<file path="src/rtl/scancode_ascii_decoder_if.sv">
// Byte-in / character-out bus of the scancode decoder: receiver strobe side and
// the valid/ready character pop side. slave = decoder, master = its environment.
interface scancode_ascii_decoder_if;
    logic [7:0] code_i;
    logic       code_valid_i;
    logic [7:0] ascii_o;
    logic [7:0] key_o;
    logic       ascii_valid_o;
    logic       ascii_ready_i;

    modport slave (
        input  code_i, code_valid_i, ascii_ready_i,
        output ascii_o, key_o, ascii_valid_o
    );

    modport master (
        output code_i, code_valid_i, ascii_ready_i,
        input  ascii_o, key_o, ascii_valid_o
    );
endinterface

</file>
<file path="src/rtl/scancode_ascii_decoder.sv">
// PS/2 set-2 scancode to ASCII decoder with prefix FSM, Shift tracking and a character FIFO.
// Optional Caps Lock support is enabled by defining KBD_CAPSLOCK_EN.
module scancode_ascii_decoder #(
    parameter int FIFO_DEPTH = 8,
    parameter int CNT_W      = 8
) (
    input  logic                          clk,
    input  logic                          rst,
    scancode_ascii_decoder_if.slave       bus,
    output logic                          key_held_o,
    output logic                          shift_o,
    output logic                          caps_o,
    output logic [CNT_W-1:0]              press_cnt_o,
    output logic                          overflow_o
);
    localparam int PTR_W = $clog2(FIFO_DEPTH) + 1;

    typedef enum logic [1:0] {
        ST_IDLE    = 2'd0,
        ST_BRK     = 2'd1,
        ST_EXT     = 2'd2,
        ST_EXT_BRK = 2'd3
    } state_t;

    state_t           state_q, state_d;
    logic [7:0]       held_q, held_d;
    logic             lshift_q, lshift_d;
    logic             rshift_q, rshift_d;
    logic [CNT_W-1:0] cnt_q, cnt_d;
    logic             ovf_q, ovf_d;
    logic [PTR_W-1:0] wr_ptr_q, wr_ptr_d;
    logic [PTR_W-1:0] rd_ptr_q, rd_ptr_d;
    logic [15:0]      fifo_mem [FIFO_DEPTH];
`ifdef KBD_CAPSLOCK_EN
    logic             caps_q, caps_d;
`endif

    logic             caps_now;
    logic             upper;
    logic [7:0]       code_letter;
    logic [7:0]       code_other;
    logic             code_hit;
    logic [7:0]       code_char;
    logic [PTR_W-1:0] occupancy;
    logic             full;
    logic             not_empty;
    logic             push;
    logic             pop;
    logic             wr_en;

    function automatic logic [7:0] letter_of(input logic [7:0] code);
        case (code)
            8'h1C: letter_of = "a";   8'h32: letter_of = "b";   8'h21: letter_of = "c";
            8'h23: letter_of = "d";   8'h24: letter_of = "e";   8'h2B: letter_of = "f";
            8'h34: letter_of = "g";   8'h33: letter_of = "h";   8'h43: letter_of = "i";
            8'h3B: letter_of = "j";   8'h42: letter_of = "k";   8'h4B: letter_of = "l";
            8'h3A: letter_of = "m";   8'h31: letter_of = "n";   8'h44: letter_of = "o";
            8'h4D: letter_of = "p";   8'h15: letter_of = "q";   8'h2D: letter_of = "r";
            8'h1B: letter_of = "s";   8'h2C: letter_of = "t";   8'h3C: letter_of = "u";
            8'h2A: letter_of = "v";   8'h1D: letter_of = "w";   8'h22: letter_of = "x";
            8'h35: letter_of = "y";   8'h1A: letter_of = "z";
            default: letter_of = 8'h00;
        endcase
    endfunction

    // Digits follow Shift only; space ignores it.
    function automatic logic [7:0] other_of(input logic [7:0] code, input logic shift);
        case (code)
            8'h16: other_of = shift ? "!" : "1";
            8'h1E: other_of = shift ? "@" : "2";
            8'h26: other_of = shift ? "#" : "3";
            8'h25: other_of = shift ? "$" : "4";
            8'h2E: other_of = shift ? "%" : "5";
            8'h36: other_of = shift ? "^" : "6";
            8'h3D: other_of = shift ? "&" : "7";
            8'h3E: other_of = shift ? "*" : "8";
            8'h46: other_of = shift ? "(" : "9";
            8'h45: other_of = shift ? ")" : "0";
            8'h29: other_of = " ";
            default: other_of = 8'h00;
        endcase
    endfunction

`ifdef KBD_CAPSLOCK_EN
    assign caps_now = caps_q;
`else
    assign caps_now = 1'b0;
`endif

    assign upper       = (lshift_q | rshift_q) ^ caps_now;
    assign code_letter = letter_of(bus.code_i);
    assign code_other  = other_of(bus.code_i, lshift_q | rshift_q);
    assign code_hit    = (code_letter != 8'h00) || (code_other != 8'h00);
    assign code_char   = (code_letter != 8'h00) ? (upper ? code_letter - 8'h20 : code_letter)
                                                : code_other;

    assign occupancy = wr_ptr_q - rd_ptr_q;
    assign full      = occupancy[PTR_W-1];
    assign not_empty = (occupancy != '0);

    always_comb begin
        state_d  = state_q;
        held_d   = held_q;
        lshift_d = lshift_q;
        rshift_d = rshift_q;
        cnt_d    = cnt_q;
        ovf_d    = ovf_q;
        push     = 1'b0;
`ifdef KBD_CAPSLOCK_EN
        caps_d   = caps_q;
`endif
        if (bus.code_valid_i) begin
            case (state_q)
                ST_IDLE: begin
                    if (bus.code_i == 8'hF0) state_d = ST_BRK;
                    else if (bus.code_i == 8'hE0) state_d = ST_EXT;
                    else if (bus.code_i == 8'h12) lshift_d = 1'b1;
                    else if (bus.code_i == 8'h59) rshift_d = 1'b1;
`ifdef KBD_CAPSLOCK_EN
                    else if (bus.code_i == 8'h58) begin
                        // Caps Lock uses the held-code slot so auto-repeat cannot re-toggle it.
                        if (held_q != 8'h58) begin
                            caps_d = ~caps_q;
                            held_d = 8'h58;
                        end
                    end
`endif
                    else if (code_hit && (bus.code_i != held_q)) begin
                        held_d = bus.code_i;
                        cnt_d  = cnt_q + CNT_W'(1);
                        push   = 1'b1;
                    end
                end
                ST_BRK: begin
                    state_d = ST_IDLE;
                    if (bus.code_i == 8'h12) lshift_d = 1'b0;
                    else if (bus.code_i == 8'h59) rshift_d = 1'b0;
                    else if (bus.code_i == held_q) held_d = 8'h00;
                end
                ST_EXT:     state_d = (bus.code_i == 8'hF0) ? ST_EXT_BRK : ST_IDLE;
                ST_EXT_BRK: state_d = ST_IDLE;
                default:    state_d = ST_IDLE;
            endcase
        end

        pop   = not_empty && bus.ascii_ready_i;
        wr_en = push && (!full || pop);
        if (push && full && !pop) ovf_d = 1'b1;
        wr_ptr_d = wr_ptr_q + {{(PTR_W-1){1'b0}}, wr_en};
        rd_ptr_d = rd_ptr_q + {{(PTR_W-1){1'b0}}, pop};
    end

    always_ff @(posedge clk) begin
        if (rst) begin
            state_q  <= ST_IDLE;
            held_q   <= 8'h00;
            lshift_q <= 1'b0;
            rshift_q <= 1'b0;
            cnt_q    <= '0;
            ovf_q    <= 1'b0;
            wr_ptr_q <= '0;
            rd_ptr_q <= '0;
`ifdef KBD_CAPSLOCK_EN
            caps_q   <= 1'b0;
`endif
        end else begin
            state_q  <= state_d;
            held_q   <= held_d;
            lshift_q <= lshift_d;
            rshift_q <= rshift_d;
            cnt_q    <= cnt_d;
            ovf_q    <= ovf_d;
            wr_ptr_q <= wr_ptr_d;
            rd_ptr_q <= rd_ptr_d;
`ifdef KBD_CAPSLOCK_EN
            caps_q   <= caps_d;
`endif
        end
    end

    // Storage needs no reset: emptiness is decided by the pointers alone.
    always_ff @(posedge clk) begin
        if (wr_en && !rst) fifo_mem[wr_ptr_q[PTR_W-2:0]] <= {code_char, bus.code_i};
    end

    assign bus.ascii_valid_o = not_empty;
    assign bus.ascii_o       = not_empty ? fifo_mem[rd_ptr_q[PTR_W-2:0]][15:8] : 8'h00;
    assign bus.key_o         = not_empty ? fifo_mem[rd_ptr_q[PTR_W-2:0]][7:0]  : 8'h00;
    assign key_held_o        = (held_q != 8'h00) && (held_q != 8'h58);
    assign shift_o           = lshift_q | rshift_q;
    assign caps_o            = caps_now;
    assign press_cnt_o       = cnt_q;
    assign overflow_o        = ovf_q;
endmodule

</file>
<file path="src/flat_wrapper.sv">
// flat-port wrapper written by rule: the top's interface ports become plain ports
module scancode_ascii_decoder_flat 
#(
    parameter int FIFO_DEPTH = 8,
    parameter int CNT_W      = 8
)
  (clk, rst, key_held_o, shift_o, caps_o, press_cnt_o, overflow_o, bus_code_i, bus_code_valid_i, bus_ascii_ready_i, bus_ascii_o, bus_key_o, bus_ascii_valid_o);
  scancode_ascii_decoder_if bus_i ();
  input  logic clk;
  input  logic rst;
  output logic key_held_o;
  output logic shift_o;
  output logic caps_o;
  output logic [CNT_W-1:0] press_cnt_o;
  output logic overflow_o;
  input wire logic [$bits(bus_i.code_i)-1:0] bus_code_i;
  input wire logic [$bits(bus_i.code_valid_i)-1:0] bus_code_valid_i;
  input wire logic [$bits(bus_i.ascii_ready_i)-1:0] bus_ascii_ready_i;
  output wire logic [$bits(bus_i.ascii_o)-1:0] bus_ascii_o;
  output wire logic [$bits(bus_i.key_o)-1:0] bus_key_o;
  output wire logic [$bits(bus_i.ascii_valid_o)-1:0] bus_ascii_valid_o;
  assign bus_i.code_i = bus_code_i;
  assign bus_i.code_valid_i = bus_code_valid_i;
  assign bus_i.ascii_ready_i = bus_ascii_ready_i;
  assign bus_ascii_o = bus_i.ascii_o;
  assign bus_key_o = bus_i.key_o;
  assign bus_ascii_valid_o = bus_i.ascii_valid_o;
  scancode_ascii_decoder #(.FIFO_DEPTH(FIFO_DEPTH), .CNT_W(CNT_W)) u_core (.clk(clk), .rst(rst), .bus(bus_i), .key_held_o(key_held_o), .shift_o(shift_o), .caps_o(caps_o), .press_cnt_o(press_cnt_o), .overflow_o(overflow_o));
endmodule
</file>
<file path="config.mk">
export PLATFORM = sky130hd
export DESIGN_NAME = scancode_ascii_decoder_flat
export DESIGN_NICKNAME = d
export VERILOG_FILES = /design/src/rtl/scancode_ascii_decoder_if.sv /design/src/rtl/scancode_ascii_decoder.sv /design/src/flat_wrapper.sv
export SDC_FILE = /design/constraint.sdc
export NUM_CORES = 1
export LEC_CHECK = 0
export CAP_MARGIN = 25
export CELL_PAD_IN_SITES_DETAIL_PLACEMENT = 1
export CELL_PAD_IN_SITES_GLOBAL_PLACEMENT = 1
export CORE_AREA = 2 2 141 143
export DETAILED_ROUTE_END_ITERATION = 16
export DIE_AREA = 0 0 143 145
export DONT_BUFFER_PORTS = 1
export GPL_ROUTABILITY_DRIVEN = 0
export PLACE_DENSITY_LB_ADDON = 0.1
export SYNTH_ARGS = -nofsm -noshare
export SYNTH_HDL_FRONTEND = slang
export SYNTH_SLANG_ARGS = --single-unit
</file>
<file path="constraint.sdc">
create_clock -name clk -period 16.8 [get_ports clk]
set_clock_uncertainty 0.1 [all_clocks]
set_input_delay 3.36 -clock clk [delete_from_list [all_inputs] [get_ports clk]]
set_output_delay 3.36 -clock clk [all_outputs]
set_load 0.01 [all_outputs]
</file>
* Word-level counts from Yosys, hierarchy flattened
Memory sizes are Yosys's and may differ from the RTL's. A register that Yosys moved wholly into a read port is not among the register bits.
Cells that the tools add are included.
** Storage, ports and cells
- Logic and storage cells :: 129
- Memories :: 2
- Output and inout port bits :: 29
- Latch bits :: 0
- Bits in read-only memories :: 896
- Bits in registers :: 29
- Input port bits :: 12
- Bits in writable memories :: 128
** Operators by class
- Bitwise operators :: 5
- Muxes and demuxes :: 51
- Add/sub/neg operators :: 5
- Order comparisons :: 0
- Reductions and logical operators :: 24
- Multipliers :: 0
- Eq/ne operators :: 34
- Div/mod/pow operators :: 0
- Shift operators :: 0
** Memories
- (no name shown) :: depth 128, width 7, rd ports 1, clocked after Yosys merged registers in 0, wr ports 0, line scancode_ascii_decoder.sv:52 : case (code)
- u_core.fifo_mem :: depth 8, width 16, rd ports 1, clocked after Yosys merged registers in 1, wr ports 1, line scancode_ascii_decoder.sv:33 : logic [15:0] fifo_mem [FIFO_DEPTH];
** Operators by type and width (number)
- $mux 8 :: 13
- $pmux 8 s11 :: 1
- $eq 8x6->1 const B :: 7
- $mux 5 :: 8
- $eq 8x5->1 const B :: 3
- $eq 8x7->1 const B :: 3
- $reduce_bool 8->1 :: 3
- $mux 1 :: 19
- $eq 8x8->1 const B :: 2
- $pmux 8 s2 :: 1
- $mux 7 :: 2
- $ne 2x1->1 const B :: 6
- $ne 2x2->1 const B :: 6
- $reduce_and 10->1 :: 1
- $add 4x1->4 :: 2
- $add 8x1->8 const B :: 1
- $eq 8x8->1 :: 1
- $ne 8x7->1 const B :: 1
- $ne 8x8->1 :: 1
- $reduce_and 8->1 :: 1
- $sub 8x6->8 const B :: 1
- $logic_and 1x1->1 :: 7
- $reduce_and 7->1 :: 1
- $mux 2 :: 3
- 17 further kinds :: 25

* Depth between registers and ports, before layout
- Depth after elaboration :: 17
- Depth in mapped cells :: 15
- Mapped depth without buffers :: 12

* Worst setup path after synthesis
No wires, ideal clock.
- Path kind :: input to register
- From :: input bus_code_i[1]
- To :: memory u_core.fifo_mem[2][0] (enable)
- Cell stages on the path :: 11
- Library setup time :: 0.436 ns
- Slack :: 9.177 ns
- Arrival time :: 7.087 ns
- Cell sequence :: buf_2 inv_1 ha_1 clkbuf_1 mux2i_1 a2111oi_0 a221o_1 or4b_4 nor3_4 a211oi_2 nor4b_1
** On the way
- Word-level cells in the longest chain between the ends :: 16
- Elaborated cells between the ends (all ways) :: 34
** RTL lines
- from (decl) :: line flat_wrapper.sv:16 : input wire logic [$bits(bus_i.code_i)-1:0] bus_code_i;
- $mem_v2 128x7, or another cell as far along
- $mux 8 or $pmux 8 s11 (tied branches) :: line scancode_ascii_decoder.sv:52, scancode_ascii_decoder.sv:68
- $reduce_bool 8->1 :: line scancode_ascii_decoder.sv:93 : assign code_hit = (code_letter != 8'h00) || (code_other != 8'h00);
- $logic_or 1x1->1 :: line scancode_ascii_decoder.sv:93
- $logic_and 1x1->1 :: line scancode_ascii_decoder.sv:128 : else if (code_hit && (bus.code_i != held_q)) begin
- $mux 1 :: line scancode_ascii_decoder.sv:128
- $mux 1 :: line scancode_ascii_decoder.sv:118 : else if (bus.code_i == 8'h59) rshift_d = 1'b1;
- $mux 1 :: line scancode_ascii_decoder.sv:117 : else if (bus.code_i == 8'h12) lshift_d = 1'b1;
- $mux 1 :: line scancode_ascii_decoder.sv:116 : else if (bus.code_i == 8'hE0) state_d = ST_EXT;
- $mux 1 (*) :: line scancode_ascii_decoder.sv:115 : if (bus.code_i == 8'hF0) state_d = ST_BRK;
- $mux 1 (*) :: line scancode_ascii_decoder.sv:113 : case (state_q)
- $mux 1 (*) :: line scancode_ascii_decoder.sv:112 : if (bus.code_valid_i) begin
- $logic_and 1x1->1 (*) :: line scancode_ascii_decoder.sv:147 : wr_en = push && (!full || pop);
- $logic_and 1x1->1 (*) :: line scancode_ascii_decoder.sv:183 : if (wr_en && !rst) fifo_mem[wr_ptr_q[PTR_W-2:0]] <= {code_char, bus.code_i};
- $mux 1 (*) :: line scancode_ascii_decoder.sv:183
- $mux 1 (implied by the code) (*) :: line scancode_ascii_decoder.sv:183
- to (decl) :: line scancode_ascii_decoder.sv:33
Mark *: on every way between the ends. The rest lies on a longest branch, timed or not.

* Worst setup path after layout
- From :: register u_core.rd_ptr_q[2]
- To :: output bus_key_o[1]
** On the way
- Word-level cells in the longest chain between the ends :: 3
** RTL lines
- from (decl) :: line scancode_ascii_decoder.sv:32 : logic [PTR_W-1:0] rd_ptr_q, rd_ptr_d;
- from (signal assigned) :: line scancode_ascii_decoder.sv:174 : rd_ptr_q <= rd_ptr_d;
- $sub 4x4->4 :: line scancode_ascii_decoder.sv:97 : assign occupancy = wr_ptr_q - rd_ptr_q;
- $reduce_bool 4->1 :: line scancode_ascii_decoder.sv:99 : assign not_empty = (occupancy != '0);
- $mux 8 :: line scancode_ascii_decoder.sv:188 : assign bus.key_o = not_empty ? fifo_mem[rd_ptr_q[PTR_W-2:0]][7:0] : 8'h00;
- to (decl) :: line flat_wrapper.sv:20 : output wire logic [$bits(bus_i.key_o)-1:0] bus_key_o;
No other way between the ends.

==> reports/results.ini <==
[clocking]
h-tree-depth=4
clk_pin_slew_ns=0.06
cts-root-buf=clkbuf_16
ctsResizeCount=0
clock_latency_ns=0.42
cts_tree=done
clock_sinks=157
numCtsBuffers=17
post-cts-setup-buffers=0
ctsHoldBuffers=0
cts_buffer_depth=2

[critical_path]
crit_chain=clkinv_1 -> ha_1 -> a21oi_1 -> xnor2_1 -> and4_1 -> a21oi_1
worst_ep_required_time_ns=13.34
cp-end-kind=output port
path_delay_family=flip-flops
cp_max_fo=19
worstSetupPathType=reg -> out
slowest_delay_ns=0.81
start_kind=flop
arrival_ns=3.84
cp_common_cell=a21oi_1
cp_slowest_cell=dfxtp_1
path_buf_inv=1

[synthesis]
synthAdderAreaFrac=0.0302
syn_inst=593
ys_warn_count=0
yosysTopAreaCell=edfxtp_1
yosys-mux-area-fraction=0.123
netlist.area_leader.share=0.499
yosysUniqueCellTypes=71
synth_nets=623
ys_ff_latch=157
synth-async-reset-ratio=0
synth_edf_count=128
synth_compound_area_frac=0.0899
synthSimpleGateAreaFrac=0.130
synth_top_family_by_area=simple AND/OR/NAND/NOR gates
synth_xor_area_frac=0.0171
yosysSeqAreaShare=0.575
synth_area_leaders=edfxtp_1 (50%), mux4_2 (9.4%), dfxtp_1 (7.5%)
syn-cell-area_um2=7700
yosys_most_used_dff=edfxtp_1
syn_avg_cell_area_um2=13.0

[cells_and_area]
fin_util=0.440
drive_gt1_frac=0.159
finalNetCount=607
diodes=0
syn_to_final_growth_pct=9.72
nFillCells=1975
layout_commonest_cell=edfxtp_1
mostFrequentLayoutCells=edfxtp_1 (128), nand2_1 (66), nor2_1 (33)

[floorplan]
die_w_um=143
io_pins=41
core_area_um2=19200
dieArea_um2=20700
num_rows=51
initial_core_util=0.401
die_h_um=145

[worst_hold_path]
hp-class=reg -> reg

[power]
peakVddDrop_mv=0.0704
p_leak_nw=2.76
power_mw=1.03
p_per_area_nw_per_um2=122

[run_status]
status=finished clean

[global_routing]
grt_pass1_vias=4917
grt_pass1_wl_um=28700
antenna_found_initial=0
grtUsageTotal=0.185
overflow=0
grt_start_max_net_pins=47

[route]
route.detailed.drc=0
routed_wl_um=18400
drt.antenna.violating_nets=0
first_pass_iters=4
post_drt_wl_per_cell_um=21.5
vias=4748
drtIter0Drc=268
viasPerCell=5.55

[sta]
finalCritPeriodShare=0.435
worst_pin_slew_ns=1.03
fin_crit_ns=7.30
setup_viol=0
timing.slew.headroom=0.312
fmax_ghz=0.137
timing_hold_violations_final=0
setup_tns_ns=0
slew_viol_final=0
rsz0062_at_grt=no

[placement]
io_buffer_count=0
hpwl_um=11900

[job]
drv_cap=0

## report_power, final
part | switching [mW] | internal (mW)
sequential | 0.00477 | 0.429
combinational | 0.134 | 0.0909
clock | 0.161 | 0.206
total | 0.300 | 0.726
## tightest hold or removal path, cell delays in order (launching register included)
cell and delay [ns]:
dfxtp_1 0.34, nand2_1 0.06, mux2i_1 0.06
## routing by layer
| metal | wire length, µm | GRT usage | vias up | share of wire |
|---|---|---|---|---|
| li1 | - | - | 2219 | - |
| met5 | 0 | 0 | - | 0 |
| met1 | 7950 | 0.234 | 2414 | 0.43 |
| met2 | 9410 | 0.316 | 90 | 0.51 |
| met4 | 386 | 0.0594 | 0 | 0.021 |
| met3 | 659 | 0.0376 | 25 | 0.036 |
## kinds of logic after synthesis
kind of cell | count (synthesis)
AND/OR/NAND/NOR | 193
flip-flops | 157
AO/OA/AOI/OAI | 99
buffers and inverters | 57
multiplexers | 53
adder cells (fa/ha/maj) | 18
XOR/XNOR | 15
other | 1
## final cells by class
class	instances	area [µm²]	area share
inverters	16	60.1	0.00711
repair buffers	6	45.0	0.00533
flip-flops and latches	157	4430	0.524
clock inverters	15	136	0.0162
clock buffers	17	425	0.0504
well taps	265	332	0.0393
multi-input cells	379	3020	0.358
## cells in the mapped netlist, types with 3 or more instances
| master | n |
|---|---|
| xnor2_1 | 11 |
| nand2b_1 | 12 |
| mux2i_1 | 12 |
| nand4_1 | 5 |
| o21a_1 | 3 |
| a21oi_1 | 30 |
| nor4b_1 | 3 |
| o2111ai_1 | 3 |
| nand3_1 | 16 |
| o21ai_0 | 11 |
| nor4_1 | 3 |
| buf_6 | 4 |
| and4_1 | 4 |
| buf_2 | 13 |
| and3_1 | 6 |
| clkbuf_1 | 16 |
| or2_2 | 3 |
| a21o_1 | 5 |
| mux2_2 | 7 |
| inv_1 | 14 |
| nor2b_1 | 19 |
| edfxtp_1 | 128 |
| dfxtp_1 | 29 |
| o22ai_1 | 5 |
| ha_1 | 17 |
| nand3b_1 | 4 |
| o211ai_1 | 5 |
| mux4_2 | 32 |
| and2_1 | 7 |
| a2111oi_0 | 3 |
| xor2_1 | 4 |
| o221ai_1 | 3 |
| a21oi_2 | 3 |
| buf_1 | 7 |
| nand2_1 | 66 |
| nor2_1 | 33 |
| a31oi_1 | 3 |
## sequential cells by signal, indices dropped and copies added (netlist names)
register	cells
u_core.lshift_q	1
u_core.fifo_mem	128
u_core.overflow_o	1
u_core.wr_ptr_q	4
u_core.held_q	8
u_core.rshift_q	1
u_core.press_cnt_o	8
u_core.rd_ptr_q	4
u_core.state_q	2
## per-stage QoR
step,instance area (µm²),hold slack (ns),worst slack (ns),cells
floorplan,7700,0.360,9.18,593
global placement,7880,0.375,9.89,822
detailed placement,7880,0.393,9.69,822
CTS,8440,0.402,9.24,854
global route,8440,0.427,9.03,855
finish,8440,0.401,9.50,855
## path summary, 6_finish.rpt
check	from	end	slack, ns	depth (start not counted)
worst max-delay path	u_core.rd_ptr_q[2]	bus_key_o[1]	9.50	6
worst min-delay path	u_core.held_q[2]	u_core.held_q[2]	0.40	2
worst max register to register	u_core.rd_ptr_q[2]	u_core.fifo_mem[1][9]	12.36	7
worst min register to register	u_core.held_q[2]	u_core.held_q[2]	0.40	2
(Power assumes the default switching activity.)
